<file path="src/rtl/archie_loader_pkg.sv">
// Shared types and byte-lane helpers for the archie download loader.
// The lane helpers turn one ioctl word into Wishbone byte enables and
// replicated write data, for both 8-bit and 16-bit download ports.
package archie_loader_pkg;

   // Loader sequencing: fill the region, then stream download words into it.
   typedef enum logic [1:0] {
      IDLE   = 2'd0,
      ERASE  = 2'd1,
      STREAM = 2'd2,
      WRITE  = 2'd3
   } loader_state_t;

   // Byte enables for one download word at byte offset addr within a 32-bit word.
   function automatic logic [3:0] lane_sel(input int width, input logic [1:0] addr);
      logic [3:0] sel;
      if (width == 8) begin
         sel = 4'b0001 << addr;
      end else begin
         sel = addr[1] ? 4'b1100 : 4'b0011;
      end
      return sel;
   endfunction

   // Write data with the download word replicated onto every lane it could hit.
   function automatic logic [31:0] lane_dat(input int width, input logic [15:0] d);
      logic [31:0] dat;
      if (width == 8) begin
         dat = {4{d[7:0]}};
      end else begin
         dat = {d, d};
      end
      return dat;
   endfunction

endpackage

</file>
<file path="src/rtl/archie_mem_loader.sv">
// Wishbone download loader between the hps_io ioctl port and the SDRAM
// arbiter. A matching download first fills the region with FILL, then each
// ioctl word becomes one Wishbone write with the right byte lanes.
//
// Handshakes: a Wishbone cycle is outstanding while wb_stb is high and
// completes on the clock edge that samples wb_ack high; wb_ack is ignored
// while wb_stb is low. On the ioctl side a word is accepted on any cycle
// with ioctl_wr high while ioctl_wait is low; ioctl_wait stays high while
// the loader cannot take another word (erase, write in flight).
module archie_mem_loader
   import archie_loader_pkg::*;
#(
   parameter int               DL_WIDTH     = 16,
   parameter int               ADDR_W       = 24,
   parameter logic [ADDR_W-1:0] BASE_WORD   = ADDR_W'(32'h0010_0000),
   parameter int               REGION_WORDS = 2**20,
   parameter logic [31:0]      FILL         = 32'h0,
   parameter logic [7:0]       INDEX        = 8'd1
) (
   input  logic                clk_sys,
   input  logic                reset_n,
   input  logic                ioctl_download,
   input  logic [7:0]          ioctl_index,
   input  logic                ioctl_wr,
   input  logic [24:0]         ioctl_addr,
   input  logic [DL_WIDTH-1:0] ioctl_dout,
   output logic                ioctl_wait,
   output logic                active,
   output logic                wb_stb,
   output logic                wb_cyc,
   output logic                wb_we,
   output logic [3:0]          wb_sel,
   output logic [ADDR_W-1:0]   wb_adr,
   output logic [31:0]         wb_dat_o,
   input  logic                wb_ack,
   output logic                done,
   output logic                err,
   output loader_state_t       dbg_state
);

   localparam int PTR_W = $clog2(REGION_WORDS);

   loader_state_t    state;
   logic             sel_dl;
   logic             sel_dl_q;
   logic             sel_dl_rise;
   logic             abort_pend;
   logic [PTR_W-1:0] erase_ptr;
   logic [PTR_W-1:0] next_ptr;
   logic [22:0]      woff;
   logic             woff_oob;

   assign sel_dl      = ioctl_download && (ioctl_index == INDEX);
   assign sel_dl_rise = sel_dl && !sel_dl_q;
   assign next_ptr    = erase_ptr + PTR_W'(1);
   assign woff        = ioctl_addr[24:2];
   assign woff_oob    = {9'd0, woff} >= 32'(REGION_WORDS);
   assign dbg_state   = state;

   // Loader sequencer: all bus and handshake outputs are registered here.
   always_ff @(posedge clk_sys or negedge reset_n) begin
      if (!reset_n) begin
         state      <= IDLE;
         sel_dl_q   <= 1'b0;
         abort_pend <= 1'b0;
         erase_ptr  <= '0;
         ioctl_wait <= 1'b0;
         active     <= 1'b0;
         wb_stb     <= 1'b0;
         wb_cyc     <= 1'b0;
         wb_we      <= 1'b0;
         wb_sel     <= 4'h0;
         wb_adr     <= '0;
         wb_dat_o   <= 32'h0;
         done       <= 1'b0;
         err        <= 1'b0;
      end else begin
         sel_dl_q <= sel_dl;
         done     <= 1'b0;
         case (state)
            IDLE: begin
               if (sel_dl_rise) begin
                  state      <= ERASE;
                  erase_ptr  <= '0;
                  abort_pend <= 1'b0;
                  err        <= 1'b0;
                  active     <= 1'b1;
                  ioctl_wait <= 1'b1;
                  wb_stb     <= 1'b1;
                  wb_cyc     <= 1'b1;
                  wb_we      <= 1'b1;
                  wb_sel     <= 4'hF;
                  wb_adr     <= BASE_WORD;
                  wb_dat_o   <= FILL;
               end
            end
            ERASE: begin
               // A dropped download is remembered so the cycle in flight can finish first.
               if (!sel_dl) begin
                  abort_pend <= 1'b1;
               end
               if (ioctl_wr) begin
                  err <= 1'b1;
               end
               if (wb_ack) begin
                  if (abort_pend || !sel_dl) begin
                     state      <= IDLE;
                     err        <= 1'b1;
                     active     <= 1'b0;
                     ioctl_wait <= 1'b0;
                     wb_stb     <= 1'b0;
                     wb_cyc     <= 1'b0;
                     wb_we      <= 1'b0;
                  end else if (erase_ptr == PTR_W'(REGION_WORDS - 1)) begin
                     state      <= STREAM;
                     ioctl_wait <= 1'b0;
                     wb_stb     <= 1'b0;
                     wb_cyc     <= 1'b0;
                     wb_we      <= 1'b0;
                  end else begin
                     // Strobe stays up so erase cycles run back to back.
                     erase_ptr <= next_ptr;
                     wb_adr    <= BASE_WORD + ADDR_W'(next_ptr);
                  end
               end
            end
            STREAM: begin
               if (ioctl_wr) begin
                  if (woff_oob) begin
                     err <= 1'b1;
                  end else begin
                     state      <= WRITE;
                     ioctl_wait <= 1'b1;
                     wb_stb     <= 1'b1;
                     wb_cyc     <= 1'b1;
                     wb_we      <= 1'b1;
                     wb_sel     <= lane_sel(DL_WIDTH, ioctl_addr[1:0]);
                     wb_adr     <= BASE_WORD + ADDR_W'(woff);
                     wb_dat_o   <= lane_dat(DL_WIDTH, 16'(ioctl_dout));
                  end
               end else if (!sel_dl) begin
                  state  <= IDLE;
                  active <= 1'b0;
                  done   <= !err;
               end
            end
            WRITE: begin
               if (ioctl_wr) begin
                  err <= 1'b1;
               end
               if (wb_ack) begin
                  state      <= STREAM;
                  ioctl_wait <= 1'b0;
                  wb_stb     <= 1'b0;
                  wb_cyc     <= 1'b0;
                  wb_we      <= 1'b0;
               end
            end
            default: begin
               state <= IDLE;
            end
         endcase
      end
   end

endmodule

</file>
<file path="config.mk">
export PLATFORM = sky130hd
export DESIGN_NAME = archie_mem_loader
export DESIGN_NICKNAME = d
export VERILOG_FILES = /design/src/rtl/archie_loader_pkg.sv /design/src/rtl/archie_mem_loader.sv
export SDC_FILE = /design/constraint.sdc
export NUM_CORES = 1
export LEC_CHECK = 0
export ABC_AREA = 1
export CAP_MARGIN = 10
export CORE_ASPECT_RATIO = 0.6
export CORE_MARGIN = 2
export CORE_UTILIZATION = 38
export CTS_CLUSTER_DIAMETER = 120
export DETAILED_ROUTE_END_ITERATION = 12
export DONT_BUFFER_PORTS = 1
export SLEW_MARGIN = 20
export SYNTH_ARGS = -nofsm -noshare
export SYNTH_HDL_FRONTEND = slang
export SYNTH_SLANG_ARGS = --single-unit
export TNS_END_PERCENT = 50
</file>
<file path="constraint.sdc">
create_clock -name clk_sys -period 2.4 [get_ports clk_sys]
set_clock_uncertainty 0.2 [all_clocks]
set_input_delay 0.72 -clock clk_sys [delete_from_list [all_inputs] [get_ports clk_sys]]
set_output_delay 0.72 -clock clk_sys [all_outputs]
set_load 0.005 [all_outputs]
</file>
==> results.yml, run 1 <==
synth:
  synth_compound_area_share_pct: 9.58
  yosys.area.top_type: "dfrtp_1"
  synthXorXnorAreaFrac_pct: 0
  ys_seq_area_share_pct: 42.2
  synth-adder-area-share_pct: 2.11
  synth_seq_cells: 70
  synthSimpleGateAreaFrac_pct: 35.9
  netlist_area_um2: 4150
  synth_flop_cell: "dfrtp_1"
  async_reset_ff_share_pct: 100
  synth_edf_count: 0
  synth_cells: 568
  synthMuxAreaShare_pct: 0
  netlist_top_cells_area: "dfrtp_1 (42%), nand2_1 (19%), nand3_1 (6.9%)"
  synth_fp_nets: 629
  synth.distinct_cells: 30
  avgSynthCellArea_um2: 7.31
  synth_top_family_by_area: "simple AND/OR/NAND/NOR gates"
  yosysWarnings: 0
  yosys.area.top_type_share_pct: 42.2
die:
  start_util_pct: 39.2
  die_h_um: 85.0
  die_w_um: 139
  rows: 29
  fp.dieArea_um2: 11800
  pin_count: 123
  core_area_um2: 10600
cells_and_area:
  drive_gt1_share_pct: 11.2
  final_area_um2: 4560
  seqCellArea_um2: 1750
  fillerInstances: 1091
  multiInputGateArea_um2: 1990
  final_cell_mix: "nand2_1 (208), dfrtp_1 (70), nand3_1 (57), nor2_1 (39), inv_1 (38)"
  n_antenna_cell: 0
  fin_cells: 694
  mostFrequentLayoutCell: "nand2_1"
  nets: 611
  area_growth_pct: 9.73
clocking:
  ctsRootBufferMaster: "clkbuf_16"
  h-tree-depth: 3
  cts_tree: "built"
  cts-buffers-inserted: 9
  cts_buffer_depth: 2
  clkLatencyLatePin_ns: 0.34
  postCtsSetupRepairBufs: 0
  cts.clk_slew.worst_paths_ns: 0.06
  cts_sinks: 70
worst_setup_path:
  ff2ff_path_depth: 13
  end_kind: "flip-flop"
  crit_path_end: "erase_ptr[1]"
  crit_required_ns: 2.45
  r2r_end: "erase_ptr[1]"
  startpoint: "erase_ptr[0]"
  critPathMaxFanout: 38
  rrSetupSlack_ns: 0.17
  r2r-start: "erase_ptr[0]"
  start_kind: "flip-flop"
  arrival_ns: 2.28
  path_class: "reg2reg"
timing:
  setup_violations: 0
  timing.final.max_slew_violations: 0
  relSlewSlack_pct: 67.4
  fin_hold_ws_ns: -0.125
  min_period_over_period_pct: 92.8
  tightest_slew_ns: 0.487
  hold_viol: 70
  fmax_mhz: 449
  tns_ns: 0
  post-route-min-period_ns: 2.23
power_and_ir_drop:
  irDropWorstVdd_mv: 0.381
  sequentialPowerShare_pct: 34.2
  clkPwrFrac_pct: 38.9
  p_sw_share_pct: 34.9
  leakage_nw: 2.18
  p_comb_share_pct: 27.0
  p_int_w: 0.00262
  p_per_area_nw_per_um2: 883
  switchingPower_w: 0.00140
route:
  drtIter0Drc: 289
  dr.pass1.iters: 5
  ant_nets: 0
  drc: 0
  vias: 3612
  vias_per_cell: 5.20
  wl_per_cell_um: 16.1
  routed_wl_mm: 11.2
global_route:
  grt_start_max_net_pins: 71
  overflow: 0
  antenna_found_initial: 0
  grt_pass1_vias: 3305
  grt_pass1_wl_mm: 17.8
  track_usage_pct: 19.4
place:
  portBuffers: 0
  placement.cell_area_um2: 4190
  dpl.cell_count: 678
  place_congestion: 0.959
  dp_hpwl_mm: 8.43
run_status:
  status: "finished, violations left"
  violations: "negative hold slack"
job:
  max-cap-violations: 0
hold_path:
  holdCritPathClass: "in2async"
==> cells by family after synthesis <==
logic type,Yosys count
flip-flops,70
AO/OA/AOI/OAI,67
buffers and inverters,81
AND/OR/NAND/NOR,343
adder cells (fa/ha/maj),7
==> critical path: stages, from the launching register on <==
cell and delay [ns]:
dfrtp_1 0.44, ha_4 0.18, nand2_2 0.07, nor2_4 0.18, nand2_4 0.12, nor2_4 0.13
nand3_2 0.08, nand2_2 0.11, buf_4 0.13, nor2_2 0.03, nand2_2 0.07, buf_12 0.21
nand2_1 0.07, o21ai_0 0.08
==> Yosys cell counts, types with 2 or more instances <==
cell / count
nand4_1: 16
clkbuf_1: 4
nand3_2: 2
o21bai_1: 3
buf_2: 8
nand2_2: 4
nor2_2: 9
o211ai_1: 4
o21ai_1: 8
a21boi_0: 3
nand3_1: 57
a21oi_1: 11
buf_4: 24
o21ai_2: 10
nor2_4: 3
o21ai_0: 28
dfrtp_1: 70
inv_1: 38
buf_1: 2
ha_1: 7
nor2_1: 39
nand2_1: 208
buf_6: 3
==> flip-flops by register name, indices dropped and copies added, names as in the netlist <==
| signal | count |
|---|---|
| erase_ptr | 20 |
| wb_we | 1 |
| wb_adr | 24 |
| done | 1 |
| sel_dl_q | 1 |
| wb_dat_o | 16 |
| dbg_state | 2 |
| err | 1 |
| active | 1 |
| wb_sel | 2 |
| abort_pend | 1 |
==> power by group through the flow <==
stage | clock (W) | combinational [W] | sequential [W]
floorplan | 0 | 0.000848 | 0.00135
global placement | 0 | 0.00104 | 0.00140
detailed placement | 0 | 0.00106 | 0.00140
CTS | 0.00158 | 0.00107 | 0.00137
global route | 0.00164 | 0.00120 | 0.00139
finish | 0.00156 | 0.00109 | 0.00137
==> layer usage <==
metal / track usage [%] / share of wire, % / vias to the layer above
met5: 0 / 0 / -
met4: 6.06 / 1.6 / 0
met3: 6.60 / 10 / 16
met2: 27.9 / 43 / 156
met1: 27.6 / 46 / 1664
li1: - / - / 1776
==> final cells by class <==
class | instances | share of cell area [%]
Clock buffer | 9 | 4.94
Sequential cell | 70 | 38.4
Multi-Input combinational cell | 417 | 43.8
Tap cell | 139 | 3.82
Clock inverter | 7 | 2.66
Inverter | 40 | 3.29
Timing Repair Buffer | 12 | 3.08
==> worst min-delay path by stage <==
stage | from | to | slack (ns) | depth (start not counted)
2_1_floorplan | reset_n | abort_pend | 0.22 | 0
3_3_place_gp | reset_n | erase_ptr[8] | 0.23 | 0
3_5_place_dp | reset_n | erase_ptr[6] | 0.23 | 0
4_1_cts | reset_n | erase_ptr[8] | -0.13 | 0
5_1_grt | reset_n | erase_ptr[7] | -0.15 | 0
6_report | reset_n | erase_ptr[8] | -0.13 | 0
==> per-stage QoR <==
step,hold WS (ns),utilization [%],power (W),worst slack (ns)
2_1_floorplan,0.224,-,0.00220,0.245
3_3_place_gp,0.228,39.5,0.00244,-0.130
3_5_place_dp,0.227,39.5,0.00246,-0.154
4_1_cts,-0.135,42.8,0.00403,0.00895
5_1_grt,-0.147,43.0,0.00424,-0.00516
6_report,-0.125,43.0,0.00402,0.172
==> what timing repair did <==
| action | CTS | global route |
|---|---|---|
| hold endpoints to repair | 70 | 70 |
| endpoints found under the setup margin | 0 | 46 |
| resized for setup | 0 | 4 |
(Power assumes the default switching activity.)
==> inputs of run 2 (changes only) <==
Settings changed: CORE_MARGIN 2 to default.
==> run 2 against run 1 <==
  * The run still ends with negative hold slack left
  * Power decreased by 5.2%
  * Fmax about the same
  * Clock power is 13% lower
  * Sequential share of layout area increased by 0.42 points
  * Flip-flop and latch count unchanged
  * Final area decreased by 1.1%
==> results.yml, run 2 (synthesized netlist as in run 1, its figures left out) <==
run_status:
  status: "finished, violations left"
  violations: "negative hold slack"
hold_path:
  holdCritPathClass: "in2async"
power_and_ir_drop:
  leakage_nw: 2.17
  irDropWorstVdd_mv: 0.390
  switchingPower_w: 0.00136
  p_comb_share_pct: 28.6
  sequentialPowerShare_pct: 36.0
  p_per_area_nw_per_um2: 846
  clkPwrFrac_pct: 35.5
  power_w: 0.00381
  p_int_w: 0.00245
  p_sw_share_pct: 35.6
clocking:
  cts-buffers-inserted: 9
  clkLatencyLatePin_ns: 0.33
  cts_buffer_depth: 2
  cts.clk_slew.worst_paths_ns: 0.06
  h-tree-depth: 3
  ctsRootBufferMaster: "clkbuf_16"
  postCtsSetupRepairBufs: 0
  cts_sinks: 70
  cts_tree: "built"
die:
  rows: 29
  die_w_um: 137
  start_util_pct: 39.2
  fp.dieArea_um2: 11400
  core_area_um2: 10600
  die_h_um: 83.0
  pin_count: 123
cells_and_area:
  area_growth_pct: 8.56
  top_regs: "wb_adr (24), erase_ptr (20), wb_dat_o (16)"
  n_antenna_cell: 0
  regMostFlops: "wb_adr"
  mostFrequentLayoutCell: "nand2_1"
  final_cell_mix: "nand2_1 (208), dfrtp_1 (70), nand3_1 (57), nor2_1 (39), inv_1 (38)"
  nets: 612
  final_util_pct: 42.5
  largest_reg_flops: 24
  drive_gt1_share_pct: 11.0
worst_setup_path:
  critical_path.top_delay_family: "simple AND/OR/NAND/NOR gates"
  end_kind: "flip-flop"
  ff2ff_path_depth: 13
  r2r-start: "erase_ptr[0]"
  rrSetupSlack_ns: 0.17
  arrival_ns: 2.29
  crit_path_end: "erase_ptr[3]"
  slowest_delay_ns: 0.42
  start_kind: "flip-flop"
  path_class: "reg2reg"
  startpoint: "erase_ptr[0]"
  critPathMaxFanout: 38
  critPathMostFrequentCell: "nand2_2"
  cp_num_buf_inv: 2
  slowest_stage: "dfrtp_1"
  path_depth: 13
  crit_required_ns: 2.46
  cp_cell_sequence: "ha_2, nand2_2, nor2_4, nand2_4, nor2_4, nand3_2, nand2_2, buf_4, nor2_2, nand2_2, buf_12, nand2_1, o21ai_1"
  r2r_end: "erase_ptr[3]"
timing:
  tns_ns: 0
  post-route-min-period_ns: 2.23
  min_period_over_period_pct: 92.7
  tightest_slew_ns: 0.506
  setup_violations: 0
  relSlewSlack_pct: 66.2
  timing.final.max_slew_violations: 0
  fin_hold_ws_ns: -0.120
  layout_setup_ws_ns: 0.174
  rsz0062_at_grt: "false"
  hold_viol: 70
  fmax_mhz: 449
global_route:
  overflow: 0
  grt_pass1_vias: 3539
  grt_start_max_net_pins: 71
  antenna_found_initial: 0
  track_usage_pct: 20.3
  grt_pass1_wl_mm: 17.7
place:
  pre_cts_ws_ns: -0.199
  place_congestion: 0.934
  portBuffers: 0
  dp_hpwl_mm: 8.32
route:
  vias: 3645
  ant_nets: 0
  wl_per_cell_um: 15.9
  drtIter0Drc: 333
  dr.pass1.iters: 5
  drc: 0
  vias_per_cell: 5.25
  routed_wl_mm: 11.0
job:
  max-cap-violations: 0
-- run 2: changes by cell type in the layout (fill, tap and decap cells not counted), sizes merged --
cell	change
clkbuf	+3
clkinv	-1
bufinv	-2
inv	-1
buf	+1
-- run 2: power by group through the flow --
stage	Combinational (W)	Sequential, W	Clock [W]
final	0.00109	0.00137	0.00135
after global routing	0.00120	0.00139	0.00144
after CTS	0.00108	0.00137	0.00139
after detailed placement	0.00107	0.00139	0
after global placement	0.00106	0.00139	0
after floorplan	0.000848	0.00135	0
-- run 2: what timing repair did --
| item | in CTS | in global routing |
|---|---|---|
| endpoints found under the setup margin | 1 | 20 |
| hold endpoints to repair | 70 | 70 |
| resized for setup | 1 | 2 |
-- run 2: worst reg2reg max path: cells and delay by family (launching register included) --
family | cells | cell delay (ns)
AOI/OAI and AO/OA | 1 | 0.07
and+or+nand+nor | 9 | 0.89
DFF | 1 | 0.42
buffers and inverters | 2 | 0.34
adders and majority gates | 1 | 0.24
-- run 2: area by class of cell --
cell class / count / area (µm²)
fill: 1054 / 6090
clock buffer: 12 / 256
timing repair buffer: 13 / 148
tap: 139 / 174
inverter: 40 / 150
multi-input combinational: 417 / 1980
sequential: 70 / 1750
clock inverter: 3 / 43.8
-- run 2: worst min path at each step --
stage                       start           end  slack [ns]
after global routing      reset_n  erase_ptr[5]       -0.14
final                     reset_n  erase_ptr[6]       -0.12
after floorplan           reset_n    abort_pend        0.22
after CTS                 reset_n  erase_ptr[6]       -0.13
after detailed placement  reset_n  erase_ptr[6]        0.23
after global placement    reset_n  erase_ptr[5]        0.23
-- run 2: stage by stage --
step | area [µm²] | hold WS [ns] | cells
finish | 4510 | -0.120 | 694
global route | 4510 | -0.139 | 694
CTS | 4500 | -0.133 | 694
detailed placement | 4200 | 0.227 | 679
global placement | 4200 | 0.228 | 679
floorplan | 4150 | 0.224 | 568
-- run 2: layer usage --
metal | GRT usage (%) | vias to the layer above | part of all wire (%)
met3 | 6.59 | 16 | 9.8
met4 | 6.39 | 0 | 1.7
met1 | 28.8 | 1706 | 47
met5 | 0 | - | 0
li1 | - | 1774 | -
met2 | 29.1 | 149 | 42
